File: config.mk
export PLATFORM = sky130hd
export DESIGN_NAME = fir_tap_seq_flat
export DESIGN_NICKNAME = d
export VERILOG_FILES = /design/src/rtl/fir_pkg.sv /design/src/rtl/fir_tap_seq_if.sv /design/src/rtl/fir_tap_seq.sv /design/src/flat_wrapper.sv
export SDC_FILE = /design/constraint.sdc
export NUM_CORES = 1
export LEC_CHECK = 0
export ABC_AREA = 1
export BUFFER_PORTS_ARGS = -buffer_cell sky130_fd_sc_hd__clkbuf_2
export CAP_MARGIN = 0
export CORE_ASPECT_RATIO = 1.2
export CORE_UTILIZATION = 40
export CTS_BUF_LIST = sky130_fd_sc_hd__clkbuf_2 sky130_fd_sc_hd__clkbuf_4 sky130_fd_sc_hd__clkbuf_8
export CTS_CLUSTER_SIZE = 12
export DETAILED_ROUTE_END_ITERATION = 10
export GPL_TIMING_DRIVEN = 0
export PLACE_DENSITY = 0.89
export SYNTH_ARGS = -nofsm -noshare
export SYNTH_HDL_FRONTEND = slang
export SYNTH_SLANG_ARGS = --single-unit
File: constraint.sdc
create_clock -name CLK -period 3.4 [get_ports CLK]
set_clock_uncertainty 0.05 [all_clocks]
set_input_delay 0.51 -clock CLK [delete_from_list [all_inputs] [get_ports CLK]]
set_output_delay 0.51 -clock CLK [all_outputs]
set_load 0.01 [all_outputs]
File: src/rtl/fir_pkg.sv
// Shared constants and types for the FIR tap delay line and its sequencer.
package fir_pkg;

    function automatic int ceil_div(input int num, input int den);
        return (num + den - 1) / den;
    endfunction

    localparam int UNR         = 4;
    localparam int NTAPS       = 37;
    localparam int DWIDTH      = 15;
    localparam int BUFLEN      = NTAPS - 1 + UNR;
    // Shifts needed to fill the whole buffer with real samples.
    localparam int PRIME_BEATS = ceil_div(BUFLEN, UNR);
    // Zero beats needed to push the last real sample past the final tap.
    localparam int FLUSH_BEATS = ceil_div(NTAPS - 1, UNR);
    localparam int FILL_W      = $clog2(PRIME_BEATS + 1);
    localparam int FLUSH_W     = $clog2(FLUSH_BEATS + 1);

    typedef logic signed [DWIDTH-1:0] sample_t;
    // Index 0 is the oldest sample of the beat.
    typedef sample_t [UNR-1:0] beat_t;

    typedef enum logic [2:0] {
        IDLE,
        PRIME,
        RUN,
        FLUSH,
        LAST,
        CLR
    } state_e;

endpackage

File: src/rtl/fir_tap_seq_if.sv
// Handshake and tap-buffer control bundle between the sample framer, the
// sequencer and the tap buffer / MAC pair.
interface fir_tap_seq_if;
    import fir_pkg::*;

    logic               s_valid;
    logic               s_ready;
    logic               s_last;
    beat_t              s_data;
    logic               sh_en;
    beat_t              sh_din;
    logic               sh_clr;
    logic               m_valid;
    logic               m_ready;
    logic               m_last;
    logic [FILL_W-1:0]  fill_cnt;
    logic               busy;

    // Sequencer side: consumes input beats and MAC acknowledges.
    modport slave (
        input  s_valid, s_last, s_data, m_ready,
        output s_ready, sh_en, sh_din, sh_clr, m_valid, m_last, fill_cnt, busy
    );

    // Environment side: framer, tap buffer and MAC.
    modport master (
        output s_valid, s_last, s_data, m_ready,
        input  s_ready, sh_en, sh_din, sh_clr, m_valid, m_last, fill_cnt, busy
    );

endinterface

File: src/rtl/fir_tap_seq.sv
// Tap delay line sequencer: gates the buffer shift, tracks buffer fill,
// flags complete tap windows for the MAC and drains the filter tail with
// zero beats at the end of every record before clearing the buffer.
module fir_tap_seq
    import fir_pkg::*;
(
    input  logic         CLK,
    input  logic         RST_N,
    fir_tap_seq_if.slave bus
);

    localparam logic [FILL_W-1:0]  PRIME_FILL = FILL_W'(PRIME_BEATS);
    localparam logic [FLUSH_W-1:0] FLUSH_FULL = FLUSH_W'(FLUSH_BEATS);
    localparam logic [FLUSH_W-1:0] FLUSH_END  = FLUSH_W'(FLUSH_BEATS - 1);

    state_e               state_q, state_d;
    logic [FILL_W-1:0]    fill_cnt_q, fill_cnt_d;
    logic [FLUSH_W-1:0]   flush_cnt_q, flush_cnt_d;
    logic                 m_valid_q, m_valid_d;
    logic                 m_last_q, m_last_d;

    logic                 adv;
    logic                 accept;
    logic                 flush_shift;
    logic                 last_flush;
    logic                 window_done;
    logic                 s_ready_c;
    logic                 sh_en_c;
    logic                 sh_clr_c;
    beat_t                sh_din_c;

    // The buffer may only move when the MAC is not holding a window.
    assign adv         = !m_valid_q || bus.m_ready;
    assign accept      = bus.s_valid && s_ready_c;
    assign last_flush  = flush_shift && (flush_cnt_q == FLUSH_END);
    assign window_done = sh_en_c && (fill_cnt_d == PRIME_FILL);

    // Input acceptance and shift control for the current state.
    always_comb begin
        s_ready_c   = 1'b0;
        sh_en_c     = 1'b0;
        sh_din_c    = '0;
        sh_clr_c    = 1'b0;
        flush_shift = 1'b0;
        case (state_q)
            IDLE, PRIME, RUN: begin
                s_ready_c = adv;
                sh_en_c   = bus.s_valid && adv;
                sh_din_c  = bus.s_data;
            end
            FLUSH: begin
                // Zero beats advance whenever the MAC can take a window.
                sh_en_c     = adv;
                flush_shift = adv;
            end
            CLR: begin
                sh_clr_c = 1'b1;
            end
            default: begin
            end
        endcase
    end

    // Fill and flush counters; both restart from zero on the clear cycle.
    always_comb begin
        fill_cnt_d  = fill_cnt_q;
        flush_cnt_d = flush_cnt_q;
        if (state_q == CLR) begin
            fill_cnt_d  = '0;
            flush_cnt_d = '0;
        end else begin
            if (sh_en_c && (fill_cnt_q != PRIME_FILL)) begin
                fill_cnt_d = fill_cnt_q + FILL_W'(1);
            end
            if (flush_shift && (flush_cnt_q != FLUSH_FULL)) begin
                flush_cnt_d = flush_cnt_q + FLUSH_W'(1);
            end
        end
    end

    // Window flags: a new window replaces the consumed one in the same edge,
    // a consumed window with no replacement drops, otherwise hold.
    always_comb begin
        m_valid_d = m_valid_q;
        m_last_d  = m_last_q;
        if (window_done) begin
            m_valid_d = 1'b1;
            m_last_d  = last_flush;
        end else if (bus.m_ready) begin
            m_valid_d = 1'b0;
            m_last_d  = 1'b0;
        end
    end

    // Next-state logic for the record sequencer.
    always_comb begin
        state_d = state_q;
        case (state_q)
            IDLE: begin
                if (accept) begin
                    state_d = bus.s_last ? FLUSH : PRIME;
                end
            end
            PRIME: begin
                if (accept) begin
                    if (bus.s_last) begin
                        state_d = FLUSH;
                    end else if (fill_cnt_d == PRIME_FILL) begin
                        state_d = RUN;
                    end
                end
            end
            RUN: begin
                if (accept && bus.s_last) begin
                    state_d = FLUSH;
                end
            end
            FLUSH: begin
                if (last_flush) begin
                    state_d = LAST;
                end
            end
            LAST: begin
                if (m_valid_q && bus.m_ready) begin
                    state_d = CLR;
                end
            end
            CLR: begin
                state_d = IDLE;
            end
            default: begin
                state_d = IDLE;
            end
        endcase
    end

    // FSM state register.
    always_ff @(posedge CLK) begin
        if (!RST_N) begin
            state_q <= IDLE;
        end else begin
            state_q <= state_d;
        end
    end

    // Counter and window flag registers.
    always_ff @(posedge CLK) begin
        if (!RST_N) begin
            fill_cnt_q  <= '0;
            flush_cnt_q <= '0;
            m_valid_q   <= 1'b0;
            m_last_q    <= 1'b0;
        end else begin
            fill_cnt_q  <= fill_cnt_d;
            flush_cnt_q <= flush_cnt_d;
            m_valid_q   <= m_valid_d;
            m_last_q    <= m_last_d;
        end
    end

    assign bus.s_ready  = s_ready_c;
    assign bus.sh_en    = sh_en_c;
    assign bus.sh_din   = sh_din_c;
    assign bus.sh_clr   = sh_clr_c;
    assign bus.m_valid  = m_valid_q;
    assign bus.m_last   = m_last_q;
    assign bus.fill_cnt = fill_cnt_q;
    assign bus.busy     = (state_q != IDLE);

endmodule

File: src/flat_wrapper.sv
// flat-port wrapper written by rule: the top's interface ports become plain ports
module fir_tap_seq_flat import fir_pkg::*;
  (CLK, RST_N, bus_s_valid, bus_s_last, bus_s_data, bus_m_ready, bus_s_ready, bus_sh_en, bus_sh_din, bus_sh_clr, bus_m_valid, bus_m_last, bus_fill_cnt, bus_busy);
  fir_tap_seq_if bus_i ();
  input  logic CLK;
  input  logic RST_N;
  input wire logic [$bits(bus_i.s_valid)-1:0] bus_s_valid;
  input wire logic [$bits(bus_i.s_last)-1:0] bus_s_last;
  input wire logic [$bits(bus_i.s_data)-1:0] bus_s_data;
  input wire logic [$bits(bus_i.m_ready)-1:0] bus_m_ready;
  output wire logic [$bits(bus_i.s_ready)-1:0] bus_s_ready;
  output wire logic [$bits(bus_i.sh_en)-1:0] bus_sh_en;
  output wire logic [$bits(bus_i.sh_din)-1:0] bus_sh_din;
  output wire logic [$bits(bus_i.sh_clr)-1:0] bus_sh_clr;
  output wire logic [$bits(bus_i.m_valid)-1:0] bus_m_valid;
  output wire logic [$bits(bus_i.m_last)-1:0] bus_m_last;
  output wire logic [$bits(bus_i.fill_cnt)-1:0] bus_fill_cnt;
  output wire logic [$bits(bus_i.busy)-1:0] bus_busy;
  assign bus_i.s_valid = bus_s_valid;
  assign bus_i.s_last = bus_s_last;
  assign bus_i.s_data = bus_s_data;
  assign bus_i.m_ready = bus_m_ready;
  assign bus_s_ready = bus_i.s_ready;
  assign bus_sh_en = bus_i.sh_en;
  assign bus_sh_din = bus_i.sh_din;
  assign bus_sh_clr = bus_i.sh_clr;
  assign bus_m_valid = bus_i.m_valid;
  assign bus_m_last = bus_i.m_last;
  assign bus_fill_cnt = bus_i.fill_cnt;
  assign bus_busy = bus_i.busy;
  fir_tap_seq u_core (.CLK(CLK), .RST_N(RST_N), .bus(bus_i));
endmodule
## Yosys cells after proc, flatten, opt, wreduce, memory -nomap -nowiden

Cells that the tools add are included.

| word-level totals | value |
|---|---|
| output and inout bits | 70 |
| register bits | 13 |
| input bits | 65 |
| logic and storage cells | 58 |

| operators by class | value |
|---|---|
| bitwise gates (word level) | 1 |
| add/subtract/negate cells | 2 |
| mux-type cells | 19 |
| equality and inequality tests | 15 |
| reductions and logical operators | 16 |

Operator list:

| kind | number |
|---|---|
| two-way mux 60 bit | 1 |
| two-way mux 3 bit | 7 |
| one-hot mux 3 bit (5 select lines) | 1 |
| inequality test 2 x 1 -> 1 bit, second input constant | 5 |
| adder 4 x 1 -> 4 bit, second input constant | 2 |
| == test 4 bit, second input constant | 2 |
| logical AND 1 bit | 8 |
| two-way mux 4 bit | 2 |
| inequality test 4 bit, second input constant | 2 |
| == test 3 x 2 -> 1 bit, second input constant | 2 |
| == test 3 bit, second input constant | 2 |
| two-way mux 1 bit | 6 |
| AND reduction 6 bit | 1 |
| == test 3 x 1 -> 1 bit, second input constant | 1 |
| logical NOT 3 bit | 1 |
| inequality test 3 x 2 -> 1 bit, second input constant | 1 |
| nonzero test 3 bit | 1 |
| OR reduction 3 bit | 1 |
| two-way mux 2 bit | 1 |
| one-hot mux 1 bit (2 select lines) | 1 |
| nonzero test 2 bit | 1 |
| OR reduction 2 bit | 1 |
| logical NOT 1 bit | 1 |
| logical OR 1 bit | 1 |
| NOT 1 bit | 1 |

## Logic depth before layout (Yosys ltp)

| depth | value |
|---|---|
| depth after elaboration | 12 |
| depth in mapped cells | 14 |
| depth with buffers taken out | 14 |

## Worst setup path before layout

Ideal clock, no wire load.

| timing path | value |
|---|---|
| path kind | input to register |
| from | in bus_m_ready |
| to | reg u_core.state_q[2] |
| library setup time | 115 ps |
| data arrival time | 1633 ps |
| slack | 1602 ps |
| cell stages on the path | 13 |
| buffers on the path | 0 |
| cells stage by stage | inv_2 -> nand2_1 -> nand2_1 -> o21ai_4 -> nand2_2 -> nand2_1 -> nand3_2 -> nor2_4 -> nand2_2 -> nand2_4 -> nand3_1 -> nand2_1 -> nor2_1 |

| on the way | value |
|---|---|
| cells in the longest elaborated chain, start to end | 9 |
| elaborated cells on any way between the ends | 20 |
| those cells by class | 7 x eq/ne; 5 x mux; 8 x reduce/logical |

RTL lines:

| what | RTL line | text |
|---|---|---|
| start: declaration | flat_wrapper.sv:10 | `input wire logic [$bits(bus_i.m_ready)-1:0] bus_m_ready;` |
| logical OR 1 bit * | fir_tap_seq.sv:33 | `assign adv = !m_valid_q \|\| bus.m_ready;` |
| logical AND 1 bit | fir_tap_seq.sv:48 | `sh_en_c = bus.s_valid && adv;` |
| one-hot mux 1 bit (2 select lines) * | fir_tap_seq.sv:45 | `case (state_q)` |
| named net bus_sh_en | flat_wrapper.sv:12 | `output wire logic [$bits(bus_i.sh_en)-1:0] bus_sh_en;` |
| logical AND 1 bit * | fir_tap_seq.sv:72 | `if (sh_en_c && (fill_cnt_q != PRIME_FILL)) begin` |
| two-way mux 4 bit * | fir_tap_seq.sv:72 |  |
| two-way mux 4 bit * | fir_tap_seq.sv:68 | `if (state_q == CLR) begin` |
| == test 4 bit * | fir_tap_seq.sv:108 | `end else if (fill_cnt_d == PRIME_FILL) begin` |
| inequality test 3 x 2 -> 1 bit (no line) * | n/a |  |
| AND reduction 6 bit (no line) * | n/a |  |
| end signal: assignment | fir_tap_seq.sv:142 | `state_q <= state_d;` |
| end: declaration | fir_tap_seq.sv:16 | `state_e state_q, state_d;` |

The timed path passes the listed nets; every way through them passes the cells marked *.
A chain may end at the register's enable or synchronous reset.

## Worst setup path in the final report

| timing path | value |
|---|---|
| from | reg u_core.state_q[2] |
| to | out bus_sh_din[23] |

| on the way | value |
|---|---|
| cells in the longest elaborated chain, start to end | 3 |
| elaborated cells on any way between the ends | 5 |
| those cells by class | 2 x eq/ne; 1 x mux; 2 x reduce/logical |

RTL lines:

| what | RTL line | text |
|---|---|---|
| == test 3 x 1 -> 1 bit, or another cell as far along | fir_tap_seq.sv:45 |  |
| OR reduction 3 bit * | fir_tap_seq.sv:45 |  |
| two-way mux 60 bit * | fir_tap_seq.sv:45 |  |
| end: declaration | flat_wrapper.sv:13 | `output wire logic [$bits(bus_i.sh_din)-1:0] bus_sh_din;` |

Every way passes the cells marked *; elsewhere a longest branch is shown, timed or not.

==> qor_table.md <==
| Group | Parameter | Reported |
|:---|:---|:---|
| outcome | Status | finished, final reports clean |
| setup path | CP required | 2.84 ns |
| worst hold path | Instance count along the most critical hold path | 2 |
| timing | Minimum setup slack in the final design | 1.14 ns |
| layout | Fraction of final layout cells sized beyond drive strength 1 | 40.7% |
| floorplan | Horizontal die dimension | 54.7 um |
| setup path | Delay of the slowest cell on the worst path | 0.50 ns |
| layout | Multi-input logic area | 759 um^2 |
| synth | Cell accounting for the most synthesized area | inv_1 |
| floorplan | I/O pin count | 135 |
| synth | Gate count after technology mapping | 248 |
| global route | Global-route usage over all layers | 23.2% |
| synth | Synthesized netlist net count | 318 |
| layout | Final cell utilization of the core | 66.8% |
| timing | Hold slack final | 0.429 ns |
| global route | Maximum number of pins on one net before global-route repair | 11 |
| synth | Share of synthesized area occupied by flip-flops and latches | 19.5% |
| setup path | Start point of the critical path | u_core.state_q[2] |
| placement | Place WS | 1.35 ns |
| synth | Flip-flop cell with the highest count after synthesis | dfxtp_1 |
| synth | Fraction of synthesized cell area taken by the top area cell type | 20.6% |
| clock network | Clock slew at the register clock pins of the worst setup and hold paths | 0.08 ns |
| routing | Via count | 1843 |
| setup path | CP arrival | 1.70 ns |
| synth | Share of flip-flops with an asynchronous set or reset after synthesis | 0% |
| global route | Global-route wire length before repair | 6.29 mm |
| setup path | Worst r2r path cells | 10 |
| global route | Initial antenna violation count | 0 |
| setup path | Largest fanout on the critical path | 10 |
| synth | Post-synthesis cell area | 1330 um^2 |
| setup path | Capture instance of the worst register-to-register path | u_core.state_q[0] |
| setup path | Critical Path Slowest Stage Cell | dfxtp_1 |
| timing | Final slew viol count | 0 |
| timing | Least-Margin Pin Slew | 0.488 ns |
| placement | Routability Congestion | 0.804 |
| flow run | Maximum capacitance violations | 0 |
| power | Static Leak | 0.00141 uW |
| layout | Area added between synthesis and finish | 56.0% |
| worst hold path | Endpoint, Worst Hold | u_core.flush_cnt_q[3] |
| floorplan | Total die area | 3560 um^2 |
| setup path | Critical Path Start Type | register |
| clock network | Source-to-sink clock delay at the later pin of the worst-skew pair | 0.28 ns |
| synth | Yosys reg bits | 13 |
| floorplan | Initial standard-cell utilization of the core | 42.8% |
| clock network | Buffer cell driving the clock tree root | clkbuf_4 |
| setup path | Worst path cell trace | inv_2 > nand2_4 > clkbuf_1 > nor2_1 > clkbuf_2 |
| setup path | Crit end category | primary output |
| timing | Crit path time final | 2.26 ns |
| power | Power density over the cells | 768 nW/um^2 |
| setup path | Type of the worst setup path | register to primary output |
| timing | Endpoints failing setup | 0 |
| synth | Distinct cell type count of the synthesized netlist | 22 |
| floorplan | Num rows | 22 |
| synth | Post-synthesis area per instance | 5.37 um^2 |
| power | VDD IR max | 0.479 mV |
| timing | Maximum frequency from static timing analysis | 0.443 GHz |
| setup path | Reg-to-reg setup timing slack | 1.52 ns |
| worst hold path | Launch point of the worst hold path | u_core.flush_cnt_q[3] |
| routing | WL final | 4.25 mm |
| timing | Post-route fraction of the period consumed by the critical path | 66.3% |
| synth | Number of flops mapped to enable cells by yosys | 0 |
| layout | Antenna cells | 0 |
| clock network | Clock tree sinks | 13 |
| placement | Post-DP HPWL | 3.72 mm |
| synth | Commonest cells in the netlist | inv_1, nor2_1, nand2_1 |
| clock network | Quantity of hold-fixing buffers added after cts | 0 |
| clock network | Inserted Clock Buffers | 3 |
| layout | Footprint of the flip-flops and latches | 260 um^2 |
| global route | Via count of the first global-routing pass | 1543 |
| routing | DRC marker count from the first detailed-route iteration | 19 |
| synth | Cell types occupying the most area after synthesis | inv_1, nor2_1, dfxtp_1, nand2_1, nand3_1 |
| timing | RSZ-0062 raised after global routing | false |
| clock network | Longest Clk Path Bufs | 2 |
| routing | First-pass iteration count of the detailed router | 4 |
| layout | Layout net count | 457 |
| routing | DRC violation count after routing | 0 |
| timing | Total Neg Setup Slack | 0 ns |
| timing | Hold Fails Final Rpt | 0 |
| floorplan | Std-Cell Core Area | 3110 um^2 |
| synth | Total of warnings raised by yosys | 0 |
| routing | Mean number of vias per cell | 4.37 |
| floorplan | Die Ht | 65.2 um |
| clock network | CTS H-tree depth | 1 |
| layout | Fill cell total of the finished layout | 302 |
| clock network | Resized Gates After CTS | 0 |
| setup path | Crit path buffers/inverters | 3 |
| clock network | TritonCTS clock tree | done |
| setup path | Worst reg2reg startpoint | u_core.state_q[2] |
| placement | Count of port buffers added during placement | 134 |
| setup path | Cell type group with the largest total delay on the critical path | buffers and inverters |
| timing | Worst relative slew slack | 67.1% |
| worst hold path | Worst min-delay path category | register to register |
| global route | Remaining global-route overflow | 0 |
| power | Power Total | 1590 uW |
| clock network | Post-CTS setup-driven buffer insertion count | 0 |
| routing | Post-DR wirelength/cell | 10.1 um |
| routing | Routed Antenna Nets | 0 |
## registers in the layout (all words and copies together), names as in the netlist
register and flops:
u_core.flush_cnt_q 4, u_core.bus.m_valid 1, u_core.bus.m_last 1, u_core.bus.fill_cnt 4, u_core.state_q 3
## metal layers
layer	routed length [um]	track usage (%)	vias up	share of wire, %
met3	449	5.79	4	11
met5	0	0	-	0
li1	-	-	991	-
met2	1960	39.3	89	46
met1	1810	28.1	759	43
met4	37	6.09	0	0.87
## cell type report
| cell class | count | area share (%) |
|---|---|---|
| plain buffers | 6 | 1.08 |
| well taps | 36 | 2.17 |
| multi-input cells | 152 | 36.6 |
| flip-flops and latches | 13 | 12.5 |
| repair buffers | 134 | 32.3 |
| inverters | 77 | 13.9 |
| clock buffers | 4 | 1.45 |
## cell usage in the layout, fill, tap and decap left out, types with 2 or more instances in the layout
master / n
o21ai_1: 2
nand2_1: 22
clkbuf_1: 6
dfxtp_1: 13
o21ai_0: 5
clkbuf_2: 134
a21oi_1: 11
nand2_2: 5
clkbuf_4: 4
nand2_4: 3
xor2_1: 2
ha_1: 5
inv_1: 73
nor2_1: 73
nand3_1: 13
inv_2: 4
nor2_4: 2
nand4_1: 3
## kinds of logic (layout without fill, tap and decap cells)
logic type | count (synthesis) | after routing | share of synthesized area, %
adders and majority gates | 5 | 5 | 4.70
AOI/OAI and AO/OA | 20 | 20 | 8.93
DFF | 13 | 13 | 19.5
xor gates and xnor gates | 2 | 2 | 1.32
buffers and inverters | 83 | 221 | 23.4
and+or+nand+nor | 125 | 125 | 42.1
## how the worst max path moves through the flow
stage | endpoint | cells past startpoint
after global routing | bus_sh_din[6] | 5
after floorplan | u_core.state_q[2] | 13
after global placement | u_core.state_q[0] | 14
after CTS | bus_sh_din[32] | 5
final | bus_sh_din[23] | 5
after detailed placement | u_core.state_q[0] | 14
## per-stage QoR
stage / cell area, um^2 / cells
after floorplan: 1330 / 248
after global placement: 2050 / 418
after detailed placement: 2050 / 418
after CTS: 2080 / 422
after global routing: 2080 / 422
final: 2080 / 422
## tightest hold or removal path, delay by kind of cell, from the launching register on
family | cells | cell delay (ns)
DFF | 1 | 0.30
buffers and inverters | 1 | 0.07
AOI/OAI and AO/OA | 1 | 0.06
## power by group
part           internal (uW)  total (uW)  switching (uW)
Combinational            454        1230             778
Clock                   53.6         104            50.6
Sequential               195         259            63.2
Total                    702        1590             892
Power figures use the tool's default switching activity.
